--- src/rtl/stevej_watchdog_escalator.sv ---
`default_nettype none
// ============================================================================
//  Module   : stevej_watchdog_escalator
//  Purpose  : Turns a window-watchdog expiry level into a staged escalation:
//             interrupt -> programmable grace countdown -> fixed-width system
//             reset pulse -> latched hold until software acknowledges.
//             Exposed as a TinyQV user peripheral with a small register map.
//  Revision : 1.0 - initial release
// ============================================================================
module stevej_watchdog_escalator #(
    parameter int CNT_W   = 16,
    parameter int PULSE_W = 8
) (
    input  logic        clk,
    input  logic        rst,
    input  logic        expired_in,
    input  logic [5:0]  address,
    input  logic [31:0] data_in,
    input  logic [1:0]  data_write_n,
    input  logic [1:0]  data_read_n,
    output logic [31:0] data_out,
    output logic        data_ready,
    output logic        user_interrupt,
    output logic        sys_reset_out,
    output logic [7:0]  uo_out
);

    // ------------------------------------------------------------------------
    // Register map addresses
    // ------------------------------------------------------------------------
    localparam logic [5:0] C_ADDR_CTRL   = 6'h0;
    localparam logic [5:0] C_ADDR_GRACE  = 6'h1;
    localparam logic [5:0] C_ADDR_PULSE  = 6'h2;
    localparam logic [5:0] C_ADDR_ACK    = 6'h3;
    localparam logic [5:0] C_ADDR_STATUS = 6'h4;
    localparam logic [5:0] C_ADDR_EVENTS = 6'h5;

    localparam logic [CNT_W-1:0]   C_G_ONE  = CNT_W'(1);
    localparam logic [PULSE_W-1:0] C_P_ONE  = PULSE_W'(1);
    localparam logic [7:0]         C_EV_MAX = 8'hFF;

    // ------------------------------------------------------------------------
    // Escalation states; the numeric encoding is software visible
    // ------------------------------------------------------------------------
    typedef enum logic [1:0] {
        ST_IDLE    = 2'd0,
        ST_PENDING = 2'd1,
        ST_RESET   = 2'd2,
        ST_HOLD    = 2'd3
    } state_e;

    state_e               state_q,      state_d;
    logic                 enable_q,     enable_d;
    logic                 auto_rearm_q, auto_rearm_d;
    logic [CNT_W-1:0]     grace_q,      grace_d;
    logic [PULSE_W-1:0]   pulse_len_q,  pulse_len_d;
    logic [CNT_W-1:0]     gcnt_q,       gcnt_d;
    logic [PULSE_W-1:0]   pcnt_q,       pcnt_d;
    logic [7:0]           event_q,      event_d;
    logic                 expired_dly_q;

    logic                 w_wr;
    logic                 w_wr_ctrl;
    logic                 w_wr_grace;
    logic                 w_wr_pulse;
    logic                 w_ack;
    logic                 w_wr_events;
    logic                 w_rise;
    logic                 w_run;
    logic                 w_event_inc;
    logic [PULSE_W-1:0]   w_pulse_load;
    logic [1:0]           w_state_bits;
    logic                 w_unused_bits;

    // ------------------------------------------------------------------------
    // Bus decode: any data_write_n other than 2'b11 is a write strobe
    // ------------------------------------------------------------------------
    assign w_wr        = (data_write_n != 2'b11);
    assign w_wr_ctrl   = w_wr && (address == C_ADDR_CTRL);
    assign w_wr_grace  = w_wr && (address == C_ADDR_GRACE);
    assign w_wr_pulse  = w_wr && (address == C_ADDR_PULSE);
    assign w_ack       = w_wr && (address == C_ADDR_ACK);
    assign w_wr_events = w_wr && (address == C_ADDR_EVENTS);

    // Reads are side-effect free, so the read strobe and unused write-data
    // bits are intentionally ignored.
    assign w_unused_bits = ^{data_read_n, data_in};

    assign w_rise       = expired_in & ~expired_dly_q;
    assign w_pulse_load = (pulse_len_q == '0) ? C_P_ONE : pulse_len_q;
    assign w_state_bits = state_q;

    // Clearing enable through CTRL forces the escalation back to IDLE on the
    // very next cycle, so the FSM looks at the enable value being written.
    assign w_run = enable_d;

    // Configuration next-state: CTRL writable always, timing regs only in IDLE
    always_comb begin
        enable_d     = enable_q;
        auto_rearm_d = auto_rearm_q;
        grace_d      = grace_q;
        pulse_len_d  = pulse_len_q;
        if (w_wr_ctrl) begin
            enable_d     = data_in[0];
            auto_rearm_d = data_in[1];
        end
        if (w_wr_grace && (state_q == ST_IDLE)) begin
            grace_d = data_in[CNT_W-1:0];
        end
        if (w_wr_pulse && (state_q == ST_IDLE)) begin
            pulse_len_d = data_in[PULSE_W-1:0];
        end
    end

    // Escalation FSM next-state and counter updates
    always_comb begin
        state_d     = state_q;
        gcnt_d      = gcnt_q;
        pcnt_d      = pcnt_q;
        w_event_inc = 1'b0;
        if (!w_run) begin
            state_d = ST_IDLE;
            gcnt_d  = '0;
            pcnt_d  = '0;
        end else begin
            case (state_q)
                ST_IDLE: begin
                    // ACK is meaningless here; only a fresh edge matters
                    if (w_rise) begin
                        state_d     = ST_PENDING;
                        gcnt_d      = grace_q;
                        w_event_inc = 1'b1;
                    end
                end
                ST_PENDING: begin
                    // ACK beats an expiring grace counter in the same cycle
                    if (w_ack) begin
                        state_d = ST_IDLE;
                        gcnt_d  = '0;
                    end else if (gcnt_q == '0) begin
                        state_d = ST_RESET;
                        pcnt_d  = w_pulse_load;
                    end else begin
                        gcnt_d = gcnt_q - C_G_ONE;
                    end
                end
                ST_RESET: begin
                    // The pulse cannot be cut short by ACK; <= guards a zero
                    // count against wrapping.
                    if (pcnt_q <= C_P_ONE) begin
                        state_d = auto_rearm_q ? ST_IDLE : ST_HOLD;
                        pcnt_d  = '0;
                    end else begin
                        pcnt_d = pcnt_q - C_P_ONE;
                    end
                end
                ST_HOLD: begin
                    if (w_ack) begin
                        state_d = ST_IDLE;
                    end
                end
                default: begin
                    state_d = ST_IDLE;
                end
            endcase
        end
    end

    // Event counter: a clear write overrides a same-cycle increment
    always_comb begin
        event_d = event_q;
        if (w_wr_events) begin
            event_d = '0;
        end else if (w_event_inc && (event_q != C_EV_MAX)) begin
            event_d = event_q + 8'd1;
        end
    end

    // State, configuration and counter registers with synchronous reset
    always_ff @(posedge clk) begin
        if (rst) begin
            state_q       <= ST_IDLE;
            enable_q      <= 1'b0;
            auto_rearm_q  <= 1'b0;
            grace_q       <= '0;
            pulse_len_q   <= '0;
            gcnt_q        <= '0;
            pcnt_q        <= '0;
            event_q       <= '0;
            expired_dly_q <= 1'b0;
        end else begin
            state_q       <= state_d;
            enable_q      <= enable_d;
            auto_rearm_q  <= auto_rearm_d;
            grace_q       <= grace_d;
            pulse_len_q   <= pulse_len_d;
            gcnt_q        <= gcnt_d;
            pcnt_q        <= pcnt_d;
            event_q       <= event_d;
            expired_dly_q <= expired_in;
        end
    end

    // Combinational read mux; unmapped and write-only addresses return 0
    always_comb begin
        data_out = '0;
        case (address)
            C_ADDR_CTRL: begin
                data_out[0] = enable_q;
                data_out[1] = auto_rearm_q;
            end
            C_ADDR_GRACE: begin
                data_out[CNT_W-1:0] = grace_q;
            end
            C_ADDR_PULSE: begin
                data_out[PULSE_W-1:0] = pulse_len_q;
            end
            C_ADDR_STATUS: begin
                data_out = {16'h0, event_q, 3'b000, expired_in, enable_q,
                            auto_rearm_q, w_state_bits};
            end
            C_ADDR_EVENTS: begin
                data_out[7:0] = event_q;
            end
            default: begin
                data_out = '0;
            end
        endcase
    end

    assign data_ready     = 1'b1;
    assign user_interrupt = (state_q == ST_PENDING) || (state_q == ST_HOLD);
    assign sys_reset_out  = (state_q == ST_RESET);
    assign uo_out         = {sys_reset_out, user_interrupt, w_state_bits,
                             expired_in, enable_q, 2'b00};

endmodule
`default_nettype wire

--- config.mk ---
export PLATFORM = sky130hd
export DESIGN_NAME = stevej_watchdog_escalator
export DESIGN_NICKNAME = d
export VERILOG_FILES = /design/src/rtl/stevej_watchdog_escalator.sv
export SDC_FILE = /design/constraint.sdc
export NUM_CORES = 1
export LEC_CHECK = 0
export CAP_MARGIN = 20
export CELL_PAD_IN_SITES_DETAIL_PLACEMENT = 0
export CELL_PAD_IN_SITES_GLOBAL_PLACEMENT = 1
export CORE_UTILIZATION = 38
export CTS_BUF_LIST = sky130_fd_sc_hd__clkbuf_8
export DETAILED_ROUTE_END_ITERATION = 8
export GPL_ROUTABILITY_DRIVEN = 0
export GPL_TIMING_DRIVEN = 0
export PLACE_DENSITY_LB_ADDON = 0.1
export SLEW_MARGIN = 20
export SYNTH_ARGS = -nofsm -noshare
export SYNTH_HDL_FRONTEND = slang
export SYNTH_SLANG_ARGS = --single-unit
--- constraint.sdc ---
create_clock -name clk -period 2.6 [get_ports clk]
set_input_delay 0.26 -clock clk [delete_from_list [all_inputs] [get_ports clk]]
set_output_delay 0.26 -clock clk [all_outputs]
set_load 0.01 [all_outputs]
==> flow_summary_export.csv, run 1 <==
group,metric,value,unit
placed_design,hpwlAfterDp,8.605,mm
placed_design,place_inst,657,
worst_setup_path,cp_data_arrival_time,2.19,ns
grt,grt_pass1_wl,18.23,mm
cells_and_area,fin_cells,685,
power,p_seq_share,45.0,%
power,switching_share_of_power,23.19,%
worst_setup_path,cp_top_family,"buffers and inverters",
grt,grt_start_max_net_pins,11,
timing,grt_setup_unrepaired,"no",
worst_setup_path,startpoint_type,"flop",
power,p_leak,0.002176,uW
worst_setup_path,setup.worst_path.end_class,"primary output",
power,power.net_switching,485.7,uW
routing,routed_via_density,5.384,
min_path,hold_end,"auto_rearm_q$_SDFFE_PP0N_",
synth,synth_edf_count,0,
worst_setup_path,criticalPathCategory,"reg -> out",
grt,globalRouteTotalUtil,23.54,%
clock_tree,cts_max_level,3,
timing,setup_viol,0,
synth,synth.distinct_cells,64,
worst_setup_path,path_cells,"inv_1, ha_1, clkbuf_2, or2_2, buf_4, clkdlybuf4s50_1",
timing,hold_violations,0,
power,vdd_drop_max,0.0002361,V
power,p_comb_share,8.5,%
cells_and_area,drive_above_1_share,14.93,%
timing,final.period_utilization,94.10,%
clock_tree,tritoncts.num_buffers,9,
synth,synth.most_common_cell,"dfxtp_1",
routing,via_count,3688,
worst_setup_path,critPathMaxStageDelay,0.46,ns
synth,synth_largest_type_area_fraction,32.40,%
timing,worst_slew_margin_rel,20.68,%
clock_tree,clk_latency,0.35,ns
die,rows,35,
synth,synthCells,463,
min_path,whs_path_depth,4,
grt,grt_pass1_vias,3449,
die,design.core.area,0.009415,mm2
worst_setup_path,crit_fanout,10,
synth,synth_ff_type,"dfxtp_1",
grt,grt_antenna_before_repair,0,
timing,max_slew.worst_pin.slew,1.179,ns
cells_and_area,number_of_diodes,0,
routing,drt.antenna.violating_nets,0,
clock_tree,clk_transition_reported_paths,0.08,ns
timing,final.setup_skew,0.009979,ns
clock_tree,cts.sinks,61,
min_path,hold_path.startpoint,"address[4]",
die,starting_utilization_of_the_core_area,40.03,%
worst_setup_path,crit_slowest_cell,"clkdlybuf4s50_1",
routing,detail_route.wirelength,11.51,mm
synth,top_cells_by_count_synth,"61 x dfxtp_1, 59 x nor2_1, 34 x a21oi_1",
synth,synthDominantAreaCellType,"dfxtp_1",
die,number_of_ports_placed_on_the_die_boundary,88,
job,cap_viol_max_count,0,
min_path,tightest_hold_check_type,"in -> reg",
power,p_per_cell_area,432.6,mW/mm2
cells_and_area,layout.nets,605,
worst_setup_path,cp.required,2.34,ns
timing,hold_slack,0.3833,ns
die,y_dimension_of_the_die,101.6,um
clock_tree,cts_tree,"built",
power,internal_power,1608,uW
synth,synth_seq_area_share,32.40,%
power,power_frac_clock,46.6,%
clock_tree,ctsLongestPathBuffers,2,
synth,synthesis.area_per_instance,8.140,um2
worst_setup_path,cp.depth,6,
synth,synth_async_sr_flop_share,0,%
grt,grt.overflow.total,0,
timing,final_period_minus_worst_setup_slack,2.447,ns
die,floorplan.die.width,101.6,um
synth,yosys_warnings,0,
worst_setup_path,worstReg2RegStart,"gcnt_q[12]$_SDFFE_PP0P_",
worst_setup_path,r2r_cells,4,
routing,drc,0,
synth,synth.ff_latch_count,61,
routing,drtIter0Drc,149,
routing,dr.pass1.iters,5,
routing,wire_per_inst,16.80,um
clock_tree,cts-root-buf,"clkbuf_8",
synth,post_synthesis_instance_area,0.003769,mm2
synth,synth_top_cells_by_area,"dfxtp_1 32%, mux2i_1 8.5%, nor2_1 5.9%, buf_4 4.8%, a21oi_1 4.5%",
cells_and_area,areaGrowthSynthToFinish,28.45,%
placed_design,io_buffer_count,48,
worst_setup_path,worst_r2r_setup_slack,0.23,ns
timing,timing.final.max_slew_violations,0,
outcome,status,"complete, no violations",
timing,max_freq,408.7,MHz
worst_setup_path,critical_path.n_buffers_inverters,4,
worst_setup_path,reg2reg_to,"state_q[0]$_SDFFE_PP0P_",
die,dieArea,0.01032,mm2
worst max path at each step:
stage / startpoint / endpoint / slack (ns)
after floorplan: gcnt_q[0]$_SDFFE_PP0P_ / state_q[0]$_SDFFE_PP0P_ / 0.46
after global placement: address[3] / data_out[0] / -0.69
after detailed placement: address[3] / data_out[1] / -0.72
after CTS: address[2] / data_out[1] / 0.001
after global routing: state_q[1]$_SDFFE_PP0P_ / uo_out[6] / 0.04
final: state_q[1]$_SDFFE_PP0P_ / uo_out[6] / 0.15
timing repair:
action / 4_1_cts / 5_1_grt
pin swaps: 3 / 1
hold buffers: 0 / 0
endpoints found under the setup margin: 28 / 21
resized for setup: 29 / 9
gates cloned: 1 / 0
setup buffers: 11 / 0
sequential cells by signal (all words and copies together), names as in the netlist:
| name | cells |
|---|---|
| state_q | 2 |
| pulse_len_q | 8 |
| expired_dly_q | 1 |
| event_q | 8 |
| grace_q | 16 |
| auto_rearm_q | 1 |
| enable_q | 1 |
| pcnt_q | 8 |
| gcnt_q | 16 |
kinds of logic after synthesis:
family | synth area share [%]
xor+xnor | 0.9298
flops | 32.40
mux | 8.499
other cells | 0.1993
buf+inv | 8.864
simple gates | 22.71
fa+ha+maj | 2.988
compound gates | 23.41
cell usage in the layout, fill, tap and decap left out, types with 3 or more instances in the layout:
| cell type | instances |
|---|---|
| a211oi_1 | 6 |
| a21o_1 | 5 |
| a21oi_1 | 34 |
| a221o_1 | 4 |
| a22o_1 | 9 |
| a22oi_1 | 7 |
| a31oi_1 | 5 |
| a32oi_1 | 4 |
| buf_2 | 6 |
| buf_4 | 34 |
| clkbuf_1 | 9 |
| clkbuf_8 | 13 |
| clkdlybuf4s50_1 | 28 |
| conb_1 | 19 |
| dfxtp_1 | 60 |
| dlygate4sd2_1 | 14 |
| dlymetal6s2s_1 | 4 |
| ha_1 | 9 |
| inv_1 | 19 |
| mux2i_1 | 32 |
| nand2_1 | 32 |
| nand2b_1 | 4 |
| nand3_1 | 11 |
| nand4_1 | 6 |
| nor2_1 | 58 |
| nor2b_1 | 7 |
| nor3_1 | 11 |
| nor4_1 | 5 |
| o21ai_0 | 29 |
| o22ai_1 | 4 |
| o32ai_1 | 3 |
| or4_1 | 4 |
stage by stage:
| stage | cell area [um2] | setup TNS, ns | power, uW | utilization [%] | worst slack [ns] |
|---|---|---|---|---|---|
| floorplan | 3832 | 0 | 1061 | - | 0.4605 |
| global placement | 4474 | -13.59 | 1131 | 47.52 | -0.6924 |
| detailed placement | 4474 | -14.41 | 1131 | 47.52 | -0.7210 |
| CTS | 4811 | 0 | 2104 | 51.10 | 0.001331 |
| global route | 4841 | 0 | 2158 | 51.42 | 0.04372 |
| finish | 4841 | 0 | 2094 | 51.42 | 0.1535 |
worst register-to-register path, cell delays in order (launching register included):
cell and delay, ns:
dfxtp_1 0.37, nor4_1 1.02, a21oi_1 0.21, or4b_1 0.54
o211a_1 0.14
metal layers:
| metal | GRT usage, % | part of all wire [%] | vias to the layer above |
|---|---|---|---|
| li1 | - | - | 1827 |
| met4 | 6.689 | 1.6 | 0 |
| met1 | 31.90 | 47 | 1700 |
| met2 | 37.47 | 45 | 147 |
| met5 | 0 | 0 | - |
| met3 | 5.107 | 6.2 | 14 |
power by group through the flow:
stage          Combinational, uW  Sequential [uW]  Clock (uW)
6_report                     177              941         975
5_1_grt                      192              941        1020
4_1_cts                      174              941         989
3_5_place_dp                 169              963           0
3_3_place_gp                 168              963           0
2_1_floorplan                100              961           0
layout make-up:
cell class,instances,area (um2)
clock inverter,5,73.82
timing repair buffer,60,575.6
buffer,43,277.8
multi-input combinational,358,2311
tap,129,161.4
inverter,18,67.56
sequential,61,1222
fill,922,4574
clock buffer,11,151.4
Note: power is estimated with default switching activity, not from simulation.
==> run 2: changes to the inputs <==
--- a/config.mk
+++ b/config.mk
@@ -13,7 +13,7 @@
 export DETAILED_ROUTE_END_ITERATION = 8
 export GPL_ROUTABILITY_DRIVEN = 0
 export GPL_TIMING_DRIVEN = 0
-export PLACE_DENSITY_LB_ADDON = 0.1
+export PLACE_DENSITY = 0.91
 export SLEW_MARGIN = 20
 export SYNTH_ARGS = -nofsm -noshare
 export SYNTH_HDL_FRONTEND = slang
==> run 2 against run 1 <==
Fmax shrank 4.0%. Highest routed layer unchanged. Non-clock buffer count shrank 8. Combinational power is essentially flat. Cell count shrank 1.3%. Core utilization shrank 1.2 points. Flip-flop and latch count is the same. Clock power shrank 23%. Largest power group is now sequential cells.
==> flow_summary_export.csv, run 2 (same netlist as run 1, synthesis figures left out) <==
group,metric,value,unit
outcome,status,"complete, no violations",
grt,grt.overflow.total,0,
die,y_dimension_of_the_die,101.6,um
timing,grt_setup_unrepaired,"no",
grt,grt_pass1_vias,3572,
power,vdd_drop_max,0.0002096,V
routing,drt.antenna.violating_nets,0,
worst_setup_path,startpoint_type,"input port",
power,p_leak,0.002173,uW
worst_setup_path,cp_data_arrival_time,2.29,ns
routing,met2RoutedLength,5.250,mm
die,floorplan.die.width,101.6,um
worst_setup_path,setup.worst_path.end_class,"primary output",
cells_and_area,layout.cells.most_common,"dfxtp_1",
routing,drc,0,
die,starting_utilization_of_the_core_area,40.03,%
clock_tree,tritoncts.num_buffers,9,
routing,drtIter0Drc,226,
worst_setup_path,crit_fanout,5,
timing,final.period_utilization,98.06,%
clock_tree,ctsLongestPathBuffers,2,
power,p_per_cell_area,395.6,mW/mm2
cells_and_area,number_of_diodes,0,
die,number_of_ports_placed_on_the_die_boundary,88,
timing,max_slew.worst_pin.slew,1.102,ns
worst_setup_path,cp.required,2.34,ns
power,switching_share_of_power,26.19,%
die,rows,35,
cells_and_area,top_regs,"gcnt_q (16), grace_q (16)",
clock_tree,clk_latency,0.35,ns
cells_and_area,most_frequent_cells_in_the_layout,"60 x dfxtp_1, 58 x nor2_1, 34 x a21oi_1",
worst_setup_path,critPathMaxStageDelay,0.60,ns
power,power_frac_clock,40.3,%
placed_design,place_inst,657,
grt,grt_pass1_wl,18.12,mm
worst_setup_path,cp_top_family,"buffers and inverters",
routing,top_layer_used_by_detailed_routing,"met4",
routing,dr.pass1.iters,5,
timing,timing.final.max_slew_violations,0,
timing,worst_slew_margin_rel,25.88,%
grt,grt_antenna_before_repair,0,
power,design_power_total,1869,uW
cells_and_area,areaGrowthSynthToFinish,25.37,%
die,dieArea,0.01032,mm2
grt,grt_start_max_net_pins,11,
timing,final_period_minus_worst_setup_slack,2.549,ns
routing,wire_per_inst,16.79,um
timing,setup_viol,0,
routing,detail_route.wirelength,11.35,mm
cells_and_area,fin_cells,676,
grt,globalRouteTotalUtil,22.92,%
routing,routed_via_density,5.646,
clock_tree,cts_max_level,3,
clock_tree,cts.sinks,61,
cells_and_area,layout.nets,597,
timing,final.setup_skew,0.01519,ns
worst_setup_path,crit_slowest_cell,"or4_4",
routing,routedLengthMet1,4.932,mm
power,p_seq_share,50.4,%
power,p_comb_share,9.4,%
power,power.net_switching,489.4,uW
placed_design,hpwlAfterDp,8.407,mm
routing,met3_length,810,um
job,cap_viol_max_count,0,
routing,via_count,3817,
worst_setup_path,criticalPathCategory,"in -> out",
worst_setup_path,path_cells,"dlygate4sd2_1, or4_4, nor3b_4, buf_6, a22o_1, clkdlybuf4s50_1",
cells_and_area,drive_above_1_share,12.98,%
die,design.core.area,0.009415,mm2
placed_design,io_buffer_count,48,
clock_tree,cts-root-buf,"clkbuf_8",
clock_tree,cts_tree,"built",
timing,max_freq,392.2,MHz
min_path,tightest_hold_check_type,"in -> reg",
timing,hold_violations,0,
power,internal_power,1379,uW
worst_setup_path,critical_path.n_buffers_inverters,3,
clock_tree,clk_transition_reported_paths,0.07,ns
run 2: per-stage QoR:
step | TNS (ns) | utilization [%] | hold slack (ns) | setup slack, ns | cell area, um2
after global placement | -10.18 | 47.52 | 0.4639 | -0.6263 | 4474
after global routing | 0 | 50.18 | 0.4344 | 0.002769 | 4725
after detailed placement | -10.75 | 47.52 | 0.4686 | -0.6654 | 4474
final | 0 | 50.18 | 0.3731 | 0.05053 | 4725
after CTS | -0.9691 | 49.61 | 0.4789 | -0.1535 | 4671
after floorplan | 0 | - | 0.3882 | 0.4605 | 3832
run 2: cell type report:
| class | count | area (um2) |
|---|---|---|
| multi-input cells | 358 | 2302 |
| repair buffers | 52 | 528.0 |
| clock inverters | 5 | 28.78 |
| clock buffers | 10 | 137.6 |
| fillers | 902 | 4691 |
| flip-flops and latches | 61 | 1222 |
| inverters | 18 | 67.56 |
| plain buffers | 43 | 276.5 |
| well taps | 129 | 161.4 |
run 2: what timing repair did:
item / CTS / global route
endpoints found under the setup margin: 20 / 21
buffers inserted: 1 / 2
resized for setup: 17 / 14
cloned: 1 / 0
pin swaps: 1 / 2
hold buffers: 0 / 0
run 2: path summary, 6_finish.rpt:
path,endpoint,depth (start not counted),slack (ns),from
max,data_out[10],6,0.05,address[3]
min reg2reg,gcnt_q[11]$_SDFFE_PP0P_,2,0.48,gcnt_q[11]$_SDFFE_PP0P_
max reg2reg,gcnt_q[2]$_SDFFE_PP0P_,8,0.18,state_q[0]$_SDFFE_PP0P_
min,auto_rearm_q$_SDFFE_PP0N_,4,0.37,address[4]
run 2: power by group through the flow:
stage,clock network (uW),logic (uW),registers (uW)
floorplan,0,100,961
global placement,0,167,963
detailed placement,0,169,963
CTS,752,171,941
global route,794,188,941
finish,753,175,941
run 2: worst min-delay path, stage by stage:
cell	delay, ns
dlymetal6s2s_1	0.17
nor4_1	0.09
nand3_1	0.09
a21oi_1	0.06
run 2: layer usage:
layer	vias to the layer above	track usage, %
met3	25	4.348
met4	0	9.810
li1	1818	-
met1	1814	28.84
met2	160	38.20
met5	-	0
==> run 3: changes to the inputs <==
--- a/config.mk
+++ b/config.mk
@@ -10,9 +10,8 @@
 export CELL_PAD_IN_SITES_GLOBAL_PLACEMENT = 1
 export CORE_UTILIZATION = 38
 export CTS_BUF_LIST = sky130_fd_sc_hd__clkbuf_8
+export CTS_CLUSTER_SIZE = 20
 export DETAILED_ROUTE_END_ITERATION = 8
-export GPL_ROUTABILITY_DRIVEN = 0
-export GPL_TIMING_DRIVEN = 0
 export PLACE_DENSITY = 0.91
 export SLEW_MARGIN = 20
 export SYNTH_ARGS = -nofsm -noshare
==> run 3 against run 2 <==
Non-clock buffer count fell by 9. Flip-flop and latch count did not move. Core utilization fell by 0.20 points. Global-route usage fell by 0.60 points. Worst setup slack improved by 0.0055 ns. Total power rose by 5.9%. Combinational power fell by 3%. Critical path type unchanged. Fmax rose by 0.22%.
==> flow_summary_export.csv, run 3 (same netlist as run 1, synthesis figures left out) <==
group,metric,value,unit
timing,timing.final.max_slew_violations,0,
timing,max_freq,393.1,MHz
routing,drt.antenna.violating_nets,0,
clock_tree,cts-root-buf,"clkbuf_8",
outcome,status,"complete, no violations",
min_path,hold_end,"gcnt_q[11]$_SDFFE_PP0P_",
worst_setup_path,crit_fanout,3,
grt,grt.overflow.total,0,
placed_design,io_buffer_count,50,
timing,final.period_utilization,97.84,%
timing,setup_total_negative_slack,0,ns
worst_setup_path,cp_data_arrival_time,2.28,ns
worst_setup_path,worst_r2r_setup_slack,0.24,ns
job,cap_viol_max_count,0,
worst_setup_path,setup.worst_path.end_class,"primary output",
clock_tree,tritoncts.num_buffers,9,
routing,detail_route.wirelength,10.91,mm
power,p_leak,0.002076,uW
power,p_per_cell_area,420.6,mW/mm2
routing,dr.pass1.iters,5,
min_path,hold_path.startpoint,"gcnt_q[11]$_SDFFE_PP0P_",
power,vdd_drop_max,0.0002342,V
grt,grt_start_max_net_pins,26,
clock_tree,cts.sinks,61,
min_path,whs_path_depth,2,
placed_design,finalWeightedCongestion,0.9067,
cells_and_area,areaGrowthSynthToFinish,24.87,%
worst_setup_path,worstReg2RegStart,"gcnt_q[1]$_SDFFE_PP0P_",
worst_setup_path,startpoint_type,"input port",
clock_tree,cts_max_level,3,
grt,grt_pass1_wl,17.70,mm
worst_setup_path,cp.required,2.34,ns
routing,via_count,3751,
worst_setup_path,r2r_cells,9,
cells_and_area,top_regs,"gcnt_q (16), grace_q (16)",
cells_and_area,layout.cells.most_common,"dfxtp_1",
timing,max_slew.worst_pin.slew,0.7131,ns
cells_and_area,number_of_diodes,0,
timing,final_period_minus_worst_setup_slack,2.544,ns
min_path,tightest_hold_check_type,"reg -> reg",
clock_tree,clk_transition_reported_paths,0.07,ns
die,floorplan.die.width,101.6,um
cells_and_area,most_frequent_cells_in_the_layout,"61 x dfxtp_1, 59 x nor2_1, 35 x buf_4",
timing,hold_violations,0,
die,dieArea,0.01032,mm2
die,y_dimension_of_the_die,101.6,um
cells_and_area,number_of_fill_cells,908,
timing,worst_slew_margin_rel,52.46,%
die,starting_utilization_of_the_core_area,40.03,%
grt,grt_pass1_vias,3553,
timing,setup_viol,0,
timing,final.setup_skew,0.007295,ns
cells_and_area,layout.nets,588,
power,design_power_total,1979,uW
placed_design,hpwlAfterDp,8.226,mm
worst_setup_path,reg2reg_to,"pcnt_q[0]$_SDFFE_PP0P_",
clock_tree,cts_tree,"built",
grt,grt_antenna_before_repair,0,
clock_tree,ctsLongestPathBuffers,2,
die,rows,35,
routing,wire_per_inst,16.33,um
grt,globalRouteTotalUtil,22.32,%
routing,drc,0,
clock_tree,clk_latency,0.35,ns
die,number_of_ports_placed_on_the_die_boundary,88,
routing,routed_via_density,5.615,
die,design.core.area,0.009415,mm2
worst_setup_path,criticalPathCategory,"in -> out",
cells_and_area,drive_above_1_share,12.80,%
routing,drtIter0Drc,151,
==> run 3: changes by cell type in the layout (fill, tap and decap cells not counted), moves of 2 or more <==
cell and change:
buf_2 -6, buf_4 +9, buf_6 -3, clkbuf_1 -10
clkbuf_8 -2, clkdlybuf4s15_1 +3, clkdlybuf4s50_1 +5, clkinv_4 +3
clkinvlp_4 -2, dlymetal6s2s_1 -7
==> run 3: worst max path at each step <==
stage | start | to | slack [ns] | depth (start not counted)
after floorplan | gcnt_q[0]$_SDFFE_PP0P_ | state_q[0]$_SDFFE_PP0P_ | 0.46 | 8
after global placement | address[1] | event_q[5]$_SDFFE_PP0P_ | -0.14 | 6
after detailed placement | address[1] | event_q[4]$_SDFFE_PP0P_ | -0.19 | 6
after CTS | address[3] | data_out[7] | 0.01 | 7
after global routing | address[3] | data_out[13] | -0.01 | 8
final | address[3] | data_out[13] | 0.06 | 8
==> run 3: through the flow <==
| stage | setup slack (ns) | hold WS, ns | instances | cell area (um2) | util (%) |
|---|---|---|---|---|---|
| floorplan | 0.4605 | 0.3882 | 480 | 3832 | - |
| global placement | -0.1359 | 0.4622 | 649 | 4488 | 47.67 |
| detailed placement | -0.1858 | 0.4700 | 649 | 4488 | 47.67 |
| CTS | 0.01094 | 0.4827 | 667 | 4684 | 49.75 |
| global route | -0.01381 | 0.5099 | 668 | 4706 | 49.98 |
| finish | 0.05605 | 0.4807 | 668 | 4706 | 49.98 |
==> run 3: cell type report <==
type | instances | area, um2 | share of cell area (%)
clock buffer | 9 | 123.9 | 2.632
clock inverter | 7 | 75.07 | 1.595
inverter | 18 | 67.56 | 1.436
multi-input combinational | 358 | 2282 | 48.50
sequential | 61 | 1221 | 25.95
tap | 129 | 161.4 | 3.430
timing repair buffer | 86 | 774.5 | 16.46
==> run 3: where the power goes <==
part	leakage, uW	switching [uW]	internal (uW)
clock network	0.000104	421	447
logic	0.00148	88.6	81.2
registers	0.000492	3.97	937
==> run 3: worst max-delay path: stages <==
cell and delay, ns:
clkdlybuf4s50_1 0.42, or4_4 0.58, nor3b_4 0.26, buf_4 0.15, buf_4 0.09, buf_4 0.09, a22o_1 0.15, dlygate4sd2_1 0.28
==> run 3: per-layer routing <==
metal / vias to the layer above / global-route usage, % / wire, um
li1: 1803 / - / -
met5: - / 0 / 0
met1: 1782 / 28.32 / 4727
met3: 19 / 3.934 / 706
met2: 147 / 37.84 / 5280
met4: 0 / 8.027 / 192
==> run 3: timing repair <==
action | CTS | global route
pin swaps | 1 | 0
setup endpoints to repair | 16 | 5
hold buffers | 0 | 0
buffers inserted | 2 | 1
gates cloned | 0 | 0
resized for setup | 14 | 5
==> RTL change 1, RTL diff (settings of run 2) <==
The parameter `CNT_W` goes from 16 to 14.
--- a/src/rtl/stevej_watchdog_escalator.sv
+++ b/src/rtl/stevej_watchdog_escalator.sv
@@ -9,5 +9,5 @@
 // ============================================================================
 module stevej_watchdog_escalator #(
-    parameter int CNT_W   = 16,
+    parameter int CNT_W   = 14,
     parameter int PULSE_W = 8
 ) (
Check against the original RTL: not equivalent (a bounded check fails within 4 cycles, from zero or initial values and one cycle with rst high).
==> RTL change 1 against run 2 <==
  * Design area down 6.8%
  * Wire length shrank 11%
  * Sequential cell count fell by 4
  * Via count is 11% lower
  * Setup slack worse by 0.0011 ns
  * Final cell count fell by 11%
  * Die area fell by 6.4%
  * Total power is 3.6% lower
  * Fmax about the same
  * Synthesized area down 6.6%
  * Count of clock-buffer cells in the layout fell by 1
  * First-iteration DRC count decreased by 6.6%
  * Clock power rose by 1%
  * Largest power group unchanged
==> RTL change 1: results (changes against run 2) <==
met1 Track Usage GR -> 0.276 (was 0.288)
Synth Area in Adders -> 0.0320 (was 0.0299)
dpl cell area -> 0.00417 mm² (was 0.00447 mm²)
overall routing resource usage -> 0.217 (was 0.229)
outcome -> completed (unchanged)
Seq/Total Area, Yosys -> 0.324 (about the same)
Critical path origin -> address[2] (was address[3])
largest net degree at the start of global routing -> 13 (was 11)
min-delay src -> rst (was address[4])
WL final -> 10.1 mm (was 11.3 mm)
met3 usage -> 0.0587 (was 0.0435)
DRT Pass-1 Iters -> 7 (was 5)
vias in the first global route -> 3235 (was 3572)
Clock Skews -> 0.00861 ns (was 0.0152 ns)
HPWL Detailed -> 7.51 mm (was 8.41 mm)
Finished Cell Area -> 0.00441 mm² (was 0.00472 mm²)
WHS Path Cells -> 2 (was 4)
CP endpoint -> data_out[3] (was data_out[10])
FF-to-FF End -> gcnt_q[8]$_SDFFE_PP0P_ (was gcnt_q[2]$_SDFFE_PP0P_)
Post-synth top cells -> dfxtp_1 (57), nor2_1 (47), mux2i_1 (30), inv_1 (28), buf_4 (24) (was dfxtp_1 (61), nor2_1 (59), a21oi_1 (34), mux2i_1 (32), nand2_1 (32))
Area contributors post-synth -> dfxtp_1 (32%), mux2i_1 (8.5%), buf_4 (5.1%) (was dfxtp_1 (32%), mux2i_1 (8.5%), nor2_1 (5.9%))
reg2reg start -> gcnt_q[0]$_SDFFE_PP0P_ (was state_q[0]$_SDFFE_PP0P_)
Fill cells -> 864 (was 902)
Vias -> 3386 (was 3817)
Cell variety after synth -> 67 (was 64)
first-pass GRT wire length -> 16.3 mm (was 18.1 mm)
period utilization -> 0.981 (about the same)
static leakage -> 0.00204 µW (was 0.00217 µW)
First DRT Iteration DRCs -> 211 (was 226)
Synth Area in XOR/XNOR -> 0.00995 (was 0.00930)
Place WS -> -0.521 ns (was -0.665 ns)
met2 WL -> 4.74 mm (was 5.25 mm)
layout cells sized above 1 -> 0.164 (was 0.130)
end of the worst hold path -> grace_q[8]$_SDFFE_PP0P_ (was auto_rearm_q$_SDFFE_PP0N_)
mux cell area share after synthesis -> 0.0885 (was 0.0850)
met3 WL post-DR -> 625 µm (was 810 µm)
Worst IR Drop VDD -> 320 µV (was 210 µV)
Least-Margin Pin Slew -> 0.650 ns (was 1.10 ns)
## RTL change 1: layout make-up
cell class              count  share of cell area
well taps                 108              0.0307
inverters                  29              0.0247
clock inverters             7              0.0128
plain buffers              44              0.0673
repair buffers             52               0.110
flip-flops and latches     57               0.259
clock buffers               9              0.0281
multi-input cells         296               0.467
## RTL change 1: cell families after synthesis
group / count (synthesis)
fa+ha+maj: 9
flops: 57
compound gates: 104
simple gates: 129
other cells: 2
xor+xnor: 4
buf+inv: 73
mux: 31
## RTL change 1: what timing repair did
| action | in CTS | in global routing |
|---|---|---|
| setup endpoints to repair | 15 | 4 |
| buffers inserted | 5 | 2 |
| pin swaps | 4 | 3 |
| resized for setup | 21 | 5 |
## RTL change 1: where the power goes
part / switching (µW) / internal, µW
sequential: 3.05 / 876
clock: 412 / 351
combinational: 83.0 / 77.0
## RTL change 1: per-stage QoR
step,instances,power (µW)
global placement,579,1050
global route,602,1870
detailed placement,579,1050
floorplan,426,993
CTS,600,1810
finish,602,1800
==> RTL change 2, RTL diff (config.mk and constraints of run 2) <==
Without the edit above. Reset style: asynchronous (`rst`), changed in one clocked block. Comments in the files are not updated.
--- a/src/rtl/stevej_watchdog_escalator.sv
+++ b/src/rtl/stevej_watchdog_escalator.sv
@@ -178,5 +178,5 @@
 
     // State, configuration and counter registers with synchronous reset
-    always_ff @(posedge clk) begin
+    always_ff @(posedge clk or posedge rst) begin
         if (rst) begin
             state_q       <= ST_IDLE;
Check against the original RTL: differs if rst is asserted again (counterexample within 4 cycles, from zero or initial values and one cycle with rst high); with rst held inactive, the same outputs for 4 cycles.
==> RTL change 2 against run 2 <==
  * Wire length decreased by 0.85%
  * Synthesized area increased by 2.4%
  * Design area increased by 3.8%
  * Register-to-register slack improved by 0.12 ns
  * Critical path type unchanged
  * Setup slack improved by 0.0071 ns
  * Largest cell class unchanged
  * Sequential cell count unchanged
Power is not compared: it rests on default switching activity, and its combinational part moved more than twofold at a synthesized area within 25%.
==> RTL change 2: results (changes against run 2) <==
outcome -> completed (unchanged)
Post-synth top cells -> dfrtp_1 (61), nand2_1 (33), a21oi_1 (25), nor2_1 (24), buf_4 (23) (was dfxtp_1 (61), nor2_1 (59), a21oi_1 (34), mux2i_1 (32), nand2_1 (32))
multi-input gates -> 304 (was 358)
overall routing resource usage -> 0.227 (was 0.229)
nonclk inv count -> 13 (was 18)
Hold/Removal Path Class -> input port to async pin (was input port to register)
Nets -> 536 (was 597)
PostCTS Resize Cnt -> 8 (was 17)
via/cell ratio -> 5.80 (was 5.65)
Final Non-Filler Cells -> 625 (was 676)
Fill cells -> 956 (was 902)
largest net degree at the start of global routing -> 57 (was 11)
Crit-path slowest cell -> clkdlybuf4s50_1 (was or4_4)
dpl cell area -> 0.00462 mm² (was 0.00447 mm²)
dpl cells -> 605 (was 657)
Least-Margin Pin Slew -> 0.996 ns (was 1.10 ns)
vias in the first global route -> 3489 (was 3572)
Cell variety after synth -> 63 (was 64)
DRT Pass-1 Iters -> 7 (was 5)
layout cells sized above 1 -> 0.211 (was 0.130)
Synth Instances -> 404 (was 463)
First DRT Iteration DRCs -> 415 (was 226)
met3 WL post-DR -> 723 µm (was 810 µm)
hold slack -> 0.140 ns (was 0.373 ns)
Area contributors post-synth -> dfrtp_1 (40%), mux2_2 (5.8%), buf_4 (4.5%) (was dfxtp_1 (32%), mux2i_1 (8.5%), nor2_1 (5.9%))
Clock buf/inv share -> 0.0393 (was 0.0352)
met2 WL -> 5.28 mm (was 5.25 mm)
Seq/Total Area, Yosys -> 0.396 (was 0.324)
Reg area -> 0.00153 mm² (was 0.00122 mm²)
multi-input gate share of total cell area -> 0.429 (was 0.487)
Critical Path Fanout Max -> 10 (was 5)
Critical path origin -> address[5] (was address[3])
asr flop ratio synth -> 1.00 (was 0)
DR WL/cell -> 18.0 µm (was 16.8 µm)
Synth Area in Adders -> 0.0130 (was 0.0299)
mux cell area share after synthesis -> 0.0807 (was 0.0850)
first-pass GRT wire length -> 18.0 mm (was 18.1 mm)
Clock Skews -> 0.0129 ns (was 0.0152 ns)
Port Buffers -> 50 (was 48)
FF-to-FF End -> pcnt_q[2]$_DFFE_PP0P_ (was gcnt_q[2]$_SDFFE_PP0P_)
reg2reg start -> pcnt_q[0]$_DFFE_PP0P_ (was state_q[0]$_SDFFE_PP0P_)
HPWL Detailed -> 8.12 mm (was 8.41 mm)
## RTL change 2: cell count changes after synthesis, moves of 6 or more
cell,before,now
a32o_1,2,8
mux2_2,0,20
nor2_1,59,24
dfxtp_1,61,0
inv_1,18,12
dfrtp_1,0,61
a21oi_1,34,25
a222oi_1,0,8
mux2i_1,32,3
xnor2_1,2,8
o21ai_0,29,16
## RTL change 2: report_power, final
| group | internal (µW) | switching [µW] |
|---|---|---|
| sequential | 1210 | 334 |
| clock | 458 | 391 |
| combinational | 909 | 1350 |
| total | 2580 | 2080 |
## RTL change 2: worst reg2reg max path, delay by kind of cell (launching register included)
| kind | cells | cell delay [ns] |
|---|---|---|
| adders and majority gates | 1 | 0.28 |
| AOI/OAI and AO/OA | 3 | 1.12 |
| and+or+nand+nor | 2 | 0.22 |
| DFF | 1 | 0.44 |
| buffers and inverters | 1 | 0.08 |
## RTL change 2: per-layer routing
layer	vias to the layer above	GRT usage
met5	-	0
met4	0	0.113
met3	40	0.0569
met2	176	0.354
met1	1765	0.293
li1	1646	-
